==> src/rtl/simple_dma_rd_if.sv <==
// Command, SDRAM read-port and output-stream signals of the read DMA.
// master = DMA side, slave = environment (SDRAM controller, host, consumer).
interface simple_dma_rd_if;
   logic [27:0]  START_ADR;
   logic [27:0]  BUF_SIZE;
   logic         START;
   logic [15:0]  DONE_CNT;
   logic         CMD_FIFO_EMPTY;
   logic         CMD_OVF;
   logic         BUSY;
   logic [27:0]  SDRAM_ADDRESS;
   logic         SDRAM_READ;
   logic         SDRAM_WAITREQUEST;
   logic [127:0] SDRAM_READDATA;
   logic         SDRAM_READDATAVALID;
   logic [127:0] OUT_DATA;
   logic         OUT_VALID;
   logic         OUT_READY;

   modport master (
      input  START_ADR, BUF_SIZE, START, SDRAM_WAITREQUEST, SDRAM_READDATA,
             SDRAM_READDATAVALID, OUT_READY,
      output DONE_CNT, CMD_FIFO_EMPTY, CMD_OVF, BUSY, SDRAM_ADDRESS, SDRAM_READ,
             OUT_DATA, OUT_VALID
   );

   modport slave (
      output START_ADR, BUF_SIZE, START, SDRAM_WAITREQUEST, SDRAM_READDATA,
             SDRAM_READDATAVALID, OUT_READY,
      input  DONE_CNT, CMD_FIFO_EMPTY, CMD_OVF, BUSY, SDRAM_ADDRESS, SDRAM_READ,
             OUT_DATA, OUT_VALID
   );
endinterface

==> src/rtl/simple_dma_rd.sv <==
// Queued SDRAM read DMA: START edge to first read in 3 cycles, read data to OUT_VALID in 1.
// Reads are only raised while reserved (outstanding + buffered) words < 2**BUF_DEPTH, so read data is never stalled.
module simple_dma_rd #(
   parameter int CMD_DEPTH = 2,
   parameter int BUF_DEPTH = 4
) (
   input  logic            CLK,
   input  logic            RST,
   simple_dma_rd_if.master bus
);
   localparam int CN = 2**CMD_DEPTH;
   localparam int BN = 2**BUF_DEPTH;
   localparam logic [BUF_DEPTH:0] RSV_MAX = {1'b1, {BUF_DEPTH{1'b0}}};
   localparam logic [BUF_DEPTH:0] ONE_B   = {{BUF_DEPTH{1'b0}}, 1'b1};
   localparam logic [CMD_DEPTH:0] ONE_C   = {{CMD_DEPTH{1'b0}}, 1'b1};

   typedef enum logic [1:0] {IDLE, LOAD, ISSUE, DRAIN} state_t;

   state_t         state;
   logic           rd_q;
   logic [27:0]    addr_q;
   logic [27:0]    issue_cnt;
   logic [27:0]    rx_cnt;
   logic [15:0]    done_q;

   // ---------------- command queue ----------------
   logic [55:0]        cmd_mem [CN];
   logic [CMD_DEPTH:0] cwp, crp;
   logic               start_d, ovf_q;
   logic               start_edge, cmd_empty, cmd_full, cmd_push, cmd_pop;
   logic [55:0]        cmd_head;

   assign start_edge = bus.START & ~start_d;
   assign cmd_empty  = (cwp == crp);
   assign cmd_full   = (cwp[CMD_DEPTH] != crp[CMD_DEPTH]) &&
                       (cwp[CMD_DEPTH-1:0] == crp[CMD_DEPTH-1:0]);
   assign cmd_push   = start_edge & ~cmd_full;
   assign cmd_pop    = (state == IDLE) & ~cmd_empty;
   assign cmd_head   = cmd_mem[crp[CMD_DEPTH-1:0]];

   always_ff @(posedge CLK) begin
      if (cmd_push) cmd_mem[cwp[CMD_DEPTH-1:0]] <= {bus.BUF_SIZE, bus.START_ADR};
   end

   // full is judged before this cycle's pop, so a simultaneous pop does not rescue the edge
   always_ff @(posedge CLK or posedge RST) begin
      if (RST) begin
         start_d <= 1'b0;
         cwp     <= '0;
         crp     <= '0;
         ovf_q   <= 1'b0;
      end else begin
         start_d <= bus.START;
         if (cmd_push) cwp <= cwp + ONE_C;
         if (cmd_pop)  crp <= crp + ONE_C;
         if (start_edge & cmd_full) ovf_q <= 1'b1;
      end
   end

   // ---------------- credit and output buffer ----------------
   logic               accept, pop, ret, credit;
   logic [BUF_DEPTH:0] rsv, rsv_nxt, outs;
   logic [127:0]       buf_mem [BN];
   logic [BUF_DEPTH:0] bwp, brp;
   logic               buf_empty, head_free, bypass, buf_wr, buf_rd;
   logic               vld_q;
   logic [127:0]       dat_q;

   assign accept    = rd_q & ~bus.SDRAM_WAITREQUEST;
   assign pop       = vld_q & bus.OUT_READY;
   assign ret       = bus.SDRAM_READDATAVALID & (outs != '0);
   assign buf_empty = (bwp == brp);
   assign head_free = ~vld_q | pop;
   assign bypass    = ret & buf_empty & head_free;
   assign buf_wr    = ret & ~bypass;
   assign buf_rd    = head_free & ~buf_empty;

   always_comb begin
      rsv_nxt = rsv;
      if (accept & ~pop)      rsv_nxt = rsv + ONE_B;
      else if (pop & ~accept) rsv_nxt = rsv - ONE_B;
   end
   assign credit = (rsv_nxt < RSV_MAX);

   always_ff @(posedge CLK) begin
      if (buf_wr) buf_mem[bwp[BUF_DEPTH-1:0]] <= bus.SDRAM_READDATA;
   end

   always_ff @(posedge CLK or posedge RST) begin
      if (RST) begin
         rsv   <= '0;
         outs  <= '0;
         bwp   <= '0;
         brp   <= '0;
         vld_q <= 1'b0;
         dat_q <= '0;
      end else begin
         rsv <= rsv_nxt;
         if (accept & ~ret)      outs <= outs + ONE_B;
         else if (ret & ~accept) outs <= outs - ONE_B;
         if (buf_wr) bwp <= bwp + ONE_B;
         if (buf_rd) brp <= brp + ONE_B;
         if (head_free) begin
            if (!buf_empty) begin
               dat_q <= buf_mem[brp[BUF_DEPTH-1:0]];
               vld_q <= 1'b1;
            end else if (ret) begin
               dat_q <= bus.SDRAM_READDATA;
               vld_q <= 1'b1;
            end else begin
               vld_q <= 1'b0;
            end
         end
      end
   end

   // ---------------- control FSM ----------------
   always_ff @(posedge CLK or posedge RST) begin
      if (RST) begin
         state     <= IDLE;
         rd_q      <= 1'b0;
         addr_q    <= '0;
         issue_cnt <= '0;
         rx_cnt    <= '0;
         done_q    <= '0;
      end else begin
         case (state)
            IDLE: if (!cmd_empty) begin
               addr_q    <= cmd_head[27:0];
               issue_cnt <= cmd_head[55:28];
               rx_cnt    <= cmd_head[55:28];
               state     <= LOAD;
            end
            LOAD: if (rx_cnt == 28'd0) begin
               done_q <= done_q + 16'd1;
               state  <= IDLE;
            end else begin
               rd_q  <= credit;
               state <= ISSUE;
            end
            ISSUE: begin
               if (accept) begin
                  addr_q    <= addr_q + 28'd1;
                  issue_cnt <= issue_cnt - 28'd1;
                  if (issue_cnt == 28'd1) begin
                     rd_q  <= 1'b0;
                     state <= DRAIN;
                  end else begin
                     rd_q <= credit;
                  end
               end else if (!rd_q) begin
                  rd_q <= credit;
               end
               if (pop) rx_cnt <= rx_cnt - 28'd1;
            end
            DRAIN: if (rx_cnt == 28'd0) begin
               state <= IDLE;
            end else if (pop) begin
               rx_cnt <= rx_cnt - 28'd1;
               if (rx_cnt == 28'd1) done_q <= done_q + 16'd1;
            end
            default: state <= IDLE;
         endcase
      end
   end

   assign bus.DONE_CNT       = done_q;
   assign bus.CMD_FIFO_EMPTY = cmd_empty;
   assign bus.CMD_OVF        = ovf_q;
   assign bus.BUSY           = (state != IDLE);
   assign bus.SDRAM_ADDRESS  = addr_q;
   assign bus.SDRAM_READ     = rd_q;
   assign bus.OUT_DATA       = dat_q;
   assign bus.OUT_VALID      = vld_q;
endmodule

==> src/flat_wrapper.sv <==
// flat-port wrapper written by rule: the top's interface ports become plain ports
module simple_dma_rd_flat 
#(
   parameter int CMD_DEPTH = 2,
   parameter int BUF_DEPTH = 4
)
  (CLK, RST, bus_START_ADR, bus_BUF_SIZE, bus_START, bus_SDRAM_WAITREQUEST, bus_SDRAM_READDATA, bus_SDRAM_READDATAVALID, bus_OUT_READY, bus_DONE_CNT, bus_CMD_FIFO_EMPTY, bus_CMD_OVF, bus_BUSY, bus_SDRAM_ADDRESS, bus_SDRAM_READ, bus_OUT_DATA, bus_OUT_VALID);
  simple_dma_rd_if bus_i ();
  input  logic CLK;
  input  logic RST;
  input wire logic [$bits(bus_i.START_ADR)-1:0] bus_START_ADR;
  input wire logic [$bits(bus_i.BUF_SIZE)-1:0] bus_BUF_SIZE;
  input wire logic [$bits(bus_i.START)-1:0] bus_START;
  input wire logic [$bits(bus_i.SDRAM_WAITREQUEST)-1:0] bus_SDRAM_WAITREQUEST;
  input wire logic [$bits(bus_i.SDRAM_READDATA)-1:0] bus_SDRAM_READDATA;
  input wire logic [$bits(bus_i.SDRAM_READDATAVALID)-1:0] bus_SDRAM_READDATAVALID;
  input wire logic [$bits(bus_i.OUT_READY)-1:0] bus_OUT_READY;
  output wire logic [$bits(bus_i.DONE_CNT)-1:0] bus_DONE_CNT;
  output wire logic [$bits(bus_i.CMD_FIFO_EMPTY)-1:0] bus_CMD_FIFO_EMPTY;
  output wire logic [$bits(bus_i.CMD_OVF)-1:0] bus_CMD_OVF;
  output wire logic [$bits(bus_i.BUSY)-1:0] bus_BUSY;
  output wire logic [$bits(bus_i.SDRAM_ADDRESS)-1:0] bus_SDRAM_ADDRESS;
  output wire logic [$bits(bus_i.SDRAM_READ)-1:0] bus_SDRAM_READ;
  output wire logic [$bits(bus_i.OUT_DATA)-1:0] bus_OUT_DATA;
  output wire logic [$bits(bus_i.OUT_VALID)-1:0] bus_OUT_VALID;
  assign bus_i.START_ADR = bus_START_ADR;
  assign bus_i.BUF_SIZE = bus_BUF_SIZE;
  assign bus_i.START = bus_START;
  assign bus_i.SDRAM_WAITREQUEST = bus_SDRAM_WAITREQUEST;
  assign bus_i.SDRAM_READDATA = bus_SDRAM_READDATA;
  assign bus_i.SDRAM_READDATAVALID = bus_SDRAM_READDATAVALID;
  assign bus_i.OUT_READY = bus_OUT_READY;
  assign bus_DONE_CNT = bus_i.DONE_CNT;
  assign bus_CMD_FIFO_EMPTY = bus_i.CMD_FIFO_EMPTY;
  assign bus_CMD_OVF = bus_i.CMD_OVF;
  assign bus_BUSY = bus_i.BUSY;
  assign bus_SDRAM_ADDRESS = bus_i.SDRAM_ADDRESS;
  assign bus_SDRAM_READ = bus_i.SDRAM_READ;
  assign bus_OUT_DATA = bus_i.OUT_DATA;
  assign bus_OUT_VALID = bus_i.OUT_VALID;
  simple_dma_rd #(.CMD_DEPTH(CMD_DEPTH), .BUF_DEPTH(BUF_DEPTH)) u_core (.CLK(CLK), .RST(RST), .bus(bus_i));
endmodule
==> config.mk <==
export PLATFORM = sky130hd
export DESIGN_NAME = simple_dma_rd_flat
export DESIGN_NICKNAME = d
export VERILOG_FILES = /design/src/rtl/simple_dma_rd_if.sv /design/src/rtl/simple_dma_rd.sv /design/src/flat_wrapper.sv
export SDC_FILE = /design/constraint.sdc
export NUM_CORES = 2
export LEC_CHECK = 0
export CORE_AREA = 2 2 629 631
export CTS_BUF_LIST = sky130_fd_sc_hd__clkbuf_16
export DETAILED_ROUTE_END_ITERATION = 6
export DIE_AREA = 0 0 631 633
export HOLD_SLACK_MARGIN = 0.12
export PLACE_DENSITY = 0.46
export RECOVER_POWER = 50
export SYNTH_ARGS = -nofsm -noshare
export SYNTH_HDL_FRONTEND = slang
export SYNTH_SLANG_ARGS = --single-unit
==> constraint.sdc <==
create_clock -name CLK -period 27.7 [get_ports CLK]
set_input_delay 8.31 -clock CLK [delete_from_list [all_inputs] [get_ports CLK]]
set_output_delay 8.31 -clock CLK [all_outputs]
set_load 0.02 [all_outputs]
# Word-level counts from Yosys, hierarchy flattened
# Memory sizes are Yosys's and may differ from the RTL's.
# Index checks and enable logic that the tools add are counted.
[totals] regBits=260 latch_bits=0 ram_bits=2272 mem_bits_ro=0 input_bits=190 word_cells=129 n_memories=2
[mem_list] name="u_core.buf_mem" depth=16 width=128 rd=1 rd_clocked_by_memory_dff=0 wr=1 line_no="simple_dma_rd.sv:63" text="logic [127:0] buf_mem [BN];"
[mem_list] name="u_core.cmd_mem" depth=4 width=56 rd=1 rd_clocked_by_memory_dff=0 wr=1 line_no="simple_dma_rd.sv:27" text="logic [55:0] cmd_mem [CN];"
[op_classes] n_addsub=12 n_mul=0 div=0 n_lt_le_gt_ge=1 n_eq_ne=19 shift=0 mux=37 n_bitwise=26 n_reduce_logical=16
[ops] operator="$mux 128" n=2
[ops] operator="$mux 28" n=6
[ops] operator="$pmux 28 s2" n=2
[ops] operator="$pmux 28 s3" n=1
[ops] operator="$mux 16" n=4
[ops] operator="$eq 28x1->1 const B" n=2
[ops] operator="$sub 28x1->28 const B" n=2
[ops] operator="$pmux 16 s2" n=1
[ops] operator="$add 28x1->28 const B" n=1
[ops] operator="$logic_not 28->1" n=1
[ops] operator="$add 5x1->5 const B" n=4
[ops] operator="$mux 5" n=4
[ops] operator="$add 16x1->16 const B" n=1
[ops] operator="$and 1x1->1" n=15
[ops] operator="$ne 2x1->1 const B" n=7
[ops] operator="$mux 1" n=10
[ops] operator="$mux 2" n=5
[ops] operator="$not 1->1" n=10
[ops] operator="$reduce_bool 2->1" n=5
[ops] operator="$sub 5x1->5 const B" n=2
[ops] operator="$pmux 2 s4" n=1
[ops] operator="$add 3x1->3 const B" n=2
[ops] operator="$ne 2x2->1 const B" n=3
[ops] operator="$reduce_and 3->1" n=2
[ops] operator="16 further kinds" n=18

# Logic depth before layout (Yosys ltp)
[depth] ltp_word=10 mapped_depth=10 ltp_nobuf=10

# Worst setup path before layout
# Ideal clock, no wire load.
[synth_timing] path_kind="input -> register" startpoint="input port bus_OUT_READY" endpoint="memory u_core.buf_mem[3][0] (enable)" t_arrival_ps=17763 required_time_ps=26929 slack_ps=9166 path_stages=4 n_path_buf=0 path_cell_list="nand2b_1 a21oi_1 nand2_1 nor3_1"
[synth_via] elab_chain_len=7
[synth_rtl] item="from (decl)" line_no="flat_wrapper.sv:17" text="input wire logic [$bits(bus_i.OUT_READY)-1:0] bus_OUT_READY;"
[synth_rtl] item="$and 1x1->1" line_no="simple_dma_rd.sv:70" text="assign pop = vld_q & bus.OUT_READY;"
[synth_rtl] item="$or 1x1->1" line_no="simple_dma_rd.sv:73" text="assign head_free = ~vld_q | pop;"
[synth_rtl] item="$and 1x1->1" line_no="simple_dma_rd.sv:74" text="assign bypass = ret & buf_empty & head_free;"
[synth_rtl] item="$not 1->1" line_no="simple_dma_rd.sv:75" text="assign buf_wr = ret & ~bypass;"
[synth_rtl] item="$and 1x1->1" line_no="simple_dma_rd.sv:75"
[synth_rtl] item="$mux 1" line_no="simple_dma_rd.sv:86" text="if (buf_wr) buf_mem[bwp[BUF_DEPTH-1:0]] <= bus.SDRAM_READDATA;"
[synth_rtl] item="$mux 1 (implied by the code)" line_no="simple_dma_rd.sv:86"
[synth_rtl] item="to (decl)" line_no="simple_dma_rd.sv:63"
# No other way between the ends.

# Final worst setup path
[layout_timing] startpoint="register u_core.crp[1]" endpoint="output port bus_CMD_FIFO_EMPTY"
[layout_via] elab_chain_len=1
[layout_rtl] item="from (decl)" line_no="simple_dma_rd.sv:28" text="logic [CMD_DEPTH:0] cwp, crp;"
[layout_rtl] item="from (signal assigned)" line_no="simple_dma_rd.sv:55" text="if (cmd_pop) crp <= crp + ONE_C;"
[layout_rtl] item="$eq 3x3->1" line_no="simple_dma_rd.sv:34" text="assign cmd_empty = (cwp == crp);"
[layout_rtl] item="to (decl)" line_no="flat_wrapper.sv:19" text="output wire logic [$bits(bus_i.CMD_FIFO_EMPTY)-1:0] bus_CMD_FIFO_EMPTY;"
# No other way between the ends.

==> flow_metrics.py <==
metrics = {
    "run_status": {
        "status": "finished with violations",
        "violations": "capacitance limit, slew limit",
    },
    "setup_path": {
        "path_buf_inv": 2,
        "endpoint": "bus_CMD_FIFO_EMPTY",
        "crit_fanout": 59,
        "timing.rr.end": "u_core.cmd_mem[3][43]$_DFFE_PP_",
        "crit_required_ns": 19.39,
        "cp_top_family": "buffers and inverters",
        "r2r-start": "u_core.crp[1]$_DFFE_PP0P_",
        "cp_data_arrival_time_ns": 5.52,
        "endpoint_kind": "primary output",
        "crit_start": "u_core.crp[1]$_DFFE_PP0P_",
        "r2r_cells": 7,
        "cp.depth": 5,
        "max_stage_delay_ns": 2.96,
        "crit_chain": "clkbuf_1, xnor2_1, nand2_1, nor2_1, clkdlybuf4s50_1",
        "cpMaxStageDelayCell": "clkbuf_1",
        "regToRegSetupSlack_ns": 20.32,
        "crit_type": "flop to primary output",
        "start_kind": "flop",
    },
    "synthesis": {
        "yosys.area.top_type": "edfxtp_1",
        "synth_top_family_by_area": "multiplexers",
        "synth_area_leaders": "edfxtp_1, mux4_2, dfrtp_1",
        "ys_seq_area_share_pct": 76.4,
        "synthMuxAreaShare_pct": 13.1,
        "post-synth-top-count-cell": "edfxtp_1",
        "synth_fa_ha_area_share_pct": 0.340,
        "ys_types": 69,
        "synth_edf_count": 2272,
        "yosys.area_share.simple_pct": 2.62,
        "synthTopCellsByCount": "edfxtp_1, mux4_2, a22oi_1",
        "async_flop_share_pct": 10.3,
        "synth_nets": 5115,
        "yosysWarningCount": 0,
        "syn-cell-area_sq_mm": 0.0978,
        "synthCells": 4899,
        "synth.avg_cell_area_sq_um": 20.0,
        "synth_compound_area_share_pct": 5.84,
        "yosys_most_used_dff": "edfxtp_1",
        "netlist.area_leader.share_pct": 69.8,
        "synth_xor_area_share_pct": 0.376,
        "synth-seq-cells": 2532,
    },
    "clocking": {
        "clk_pin_slew_ns": 0.06,
        "cts_buffers": 293,
        "tritoncts": "yes",
        "htreeDepth": 5,
        "cts-root-buf": "clkbuf_16",
        "cts_resized": 0,
        "cts.path.max_buffers": 4,
        "cts_setup_buffers": 0,
        "cts_hold_buf": 0,
        "insertion_delay_ns": 0.90,
        "clkSinkCount": 2532,
    },
    "layout": {
        "multi_input_area_sq_mm": 0.0220,
        "layout.nets": 5589,
        "drive_gt1_share_pct": 19.7,
        "area_growth_pct": 19.9,
        "seq_area_sq_mm": 0.0747,
        "final_core_util_pct": 29.9,
        "fillers": 38200,
        "finish.instance_area_sq_mm": 0.117,
    },
    "sta": {
        "fin_crit_sh_pct": 49.9,
        "clock_skew_ns": 0.0579,
        "tightest_slew_ns": 4.24,
        "slew_violations": 421,
        "finalSetupViolations": 0,
        "fmax_mhz": 72.3,
        "min_period_ns": 13.83,
        "setup_slack_ns": 13.87,
        "rsz0062_at_grt": "no",
        "slew_headroom_pct": -183,
        "finalHoldViolations": 0,
        "fin_setup_tns_ns": 0,
    },
    "min_path": {
        "hp-class": "flop to flop",
    },
    "global_route": {
        "antenna_found_initial": 48,
        "grt_max_degree": 155,
        "grt_pass1_vias": 53000,
        "grtUsageTotal_pct": 13.5,
        "grt_pass1_wl_mm": 394,
        "overflow": 0,
    },
    "drt": {
        "routed_wl_mm": 275,
        "drtPass1Iterations": 5,
        "drc": 0,
        "drt_iter0_markers": 3826,
        "viasPerCell": 4.64,
        "num_vias": 50300,
        "wire_per_inst_microns": 25.4,
        "antenna_left": 0,
    },
    "pwr": {
        "p_leak_nw": 37.4,
        "powerDensity_mw_per_mm2": 106,
        "total_power_w": 0.0124,
        "worst_ir_drop_vdd_v": 0.000106,
    },
    "floorplanning": {
        "core_area_sq_mm": 0.392,
        "row_count": 230,
        "die-area_sq_mm": 0.399,
        "die_h_microns": 633,
        "fp.dieW_microns": 631,
        "io_pins": 367,
        "initial_core_util_pct": 25.0,
    },
    "job": {
        "cap_violations": 9,
    },
    "place": {
        "io_buffers": 366,
        "place_area_sq_mm": 0.108,
        "place_congestion": 0.735,
        "dp_hpwl_mm": 153,
        "place_ws_ns": 14.72,
    },
}
-- cell families (layout without fill, tap and decap cells) --
family                   count (synthesis)  count (layout)
AO/OA/AOI/OAI                          834             834
XOR/XNOR                                42              42
adder cells (fa/ha/maj)                 26              26
buffers and inverters                  314            1025
flip-flops                            2532            2532
multiplexers                           571             571
other                                    0              24
AND/OR/NAND/NOR                        580             580
-- metrics by stage --
stage          hold slack, ns  instances
2_1_floorplan           0.433       4899
3_3_place_gp            0.456      10300
3_5_place_dp            0.458      10300
4_1_cts                 0.476      10800
5_1_grt                 0.497      10800
6_report                0.472      10900
-- sequential cells by signal, summed over array words and instances, names as in the netlist, named ones only --
signal / count
u_core.cmd_mem: 224
u_core.crp: 3
u_core.bus.OUT_VALID: 1
u_core.bus.OUT_DATA: 128
u_core.state: 1
u_core.bus.CMD_OVF: 1
u_core.brp: 5
u_core.bwp: 5
u_core.issue_cnt: 28
u_core.start_d: 1
u_core.bus.SDRAM_READ: 1
u_core.bus.SDRAM_ADDRESS: 28
u_core.cwp: 3
u_core.outs: 5
u_core.bus.DONE_CNT: 16
u_core.rx_cnt: 28
u_core.buf_mem: 2048
u_core.rsv: 5
-- how the worst min path moves through the flow --
stage,start,endpoint,slack (ns),depth (start not counted)
floorplan,u_core.outs[4]$_DFFE_PP0P_,u_core.outs[4]$_DFFE_PP0P_,0.43,1
global placement,u_core.bus.CMD_OVF$_DFFE_PP0P_,u_core.bus.CMD_OVF$_DFFE_PP0P_,0.46,1
detailed placement,u_core.bus.CMD_OVF$_DFFE_PP0P_,u_core.bus.CMD_OVF$_DFFE_PP0P_,0.46,1
CTS,u_core.bus.CMD_OVF$_DFFE_PP0P_,u_core.bus.CMD_OVF$_DFFE_PP0P_,0.48,1
global route,u_core.outs[4]$_DFFE_PP0P_,u_core.outs[4]$_DFFE_PP0P_,0.50,1
finish,u_core.bus.CMD_OVF$_DFFE_PP0P_,u_core.bus.CMD_OVF$_DFFE_PP0P_,0.47,1
-- cells in the final DEF, fill, tap and decap left out, types with 12 or more instances in the layout --
master,count
o22ai_1,19
mux4_2,568
and3_1,12
inv_1,95
a22oi_1,362
nand2_1,276
a21oi_1,188
dlygate4sd3_1,189
a31oi_1,21
xnor2_1,32
edfxtp_1,2272
nand3_1,42
nand4_1,13
nor2_4,14
clkbuf_16,296
nor2_1,127
clkinv_1,71
o21ai_0,51
dfrtp_1,255
clkdlybuf4s50_1,177
buf_4,82
o211ai_1,107
diode_2,24
nor3_1,21
clkinv_2,38
o22a_1,20
bufinv_16,19
ha_1,25
-- power by group --
part	internal, W	switching [W]	total (W)	leakage (nW)
sequential	0.00470	0.000267	0.00496	23.6
combinational	0.00145	0.00222	0.00367	9.02
clock	0.00214	0.00161	0.00375	4.82
total	0.00829	0.00410	0.0124	37.4
-- routing by layer --
| layer | vias to the layer above | part of all wire [%] | track usage, % |
|---|---|---|---|
| met2 | 1269 | 50 | 23.3 |
| met5 | - | 0.060 | 0 |
| met1 | 27200 | 42 | 17.1 |
| met4 | 26 | 2.5 | 3.62 |
| met3 | 404 | 5.4 | 2.68 |
| li1 | 21400 | - | - |
-- cell type report --
class | instances | share of cell area (%)
inverter | 27 | 0.0875
antenna | 24 | 0.0512
multi-input combinational | 2053 | 18.7
sequential | 2532 | 63.8
clock buffer | 296 | 6.32
tap | 5220 | 5.57
clock inverter | 236 | 1.65
timing repair buffer | 466 | 3.83
(Power assumes the default switching activity.)
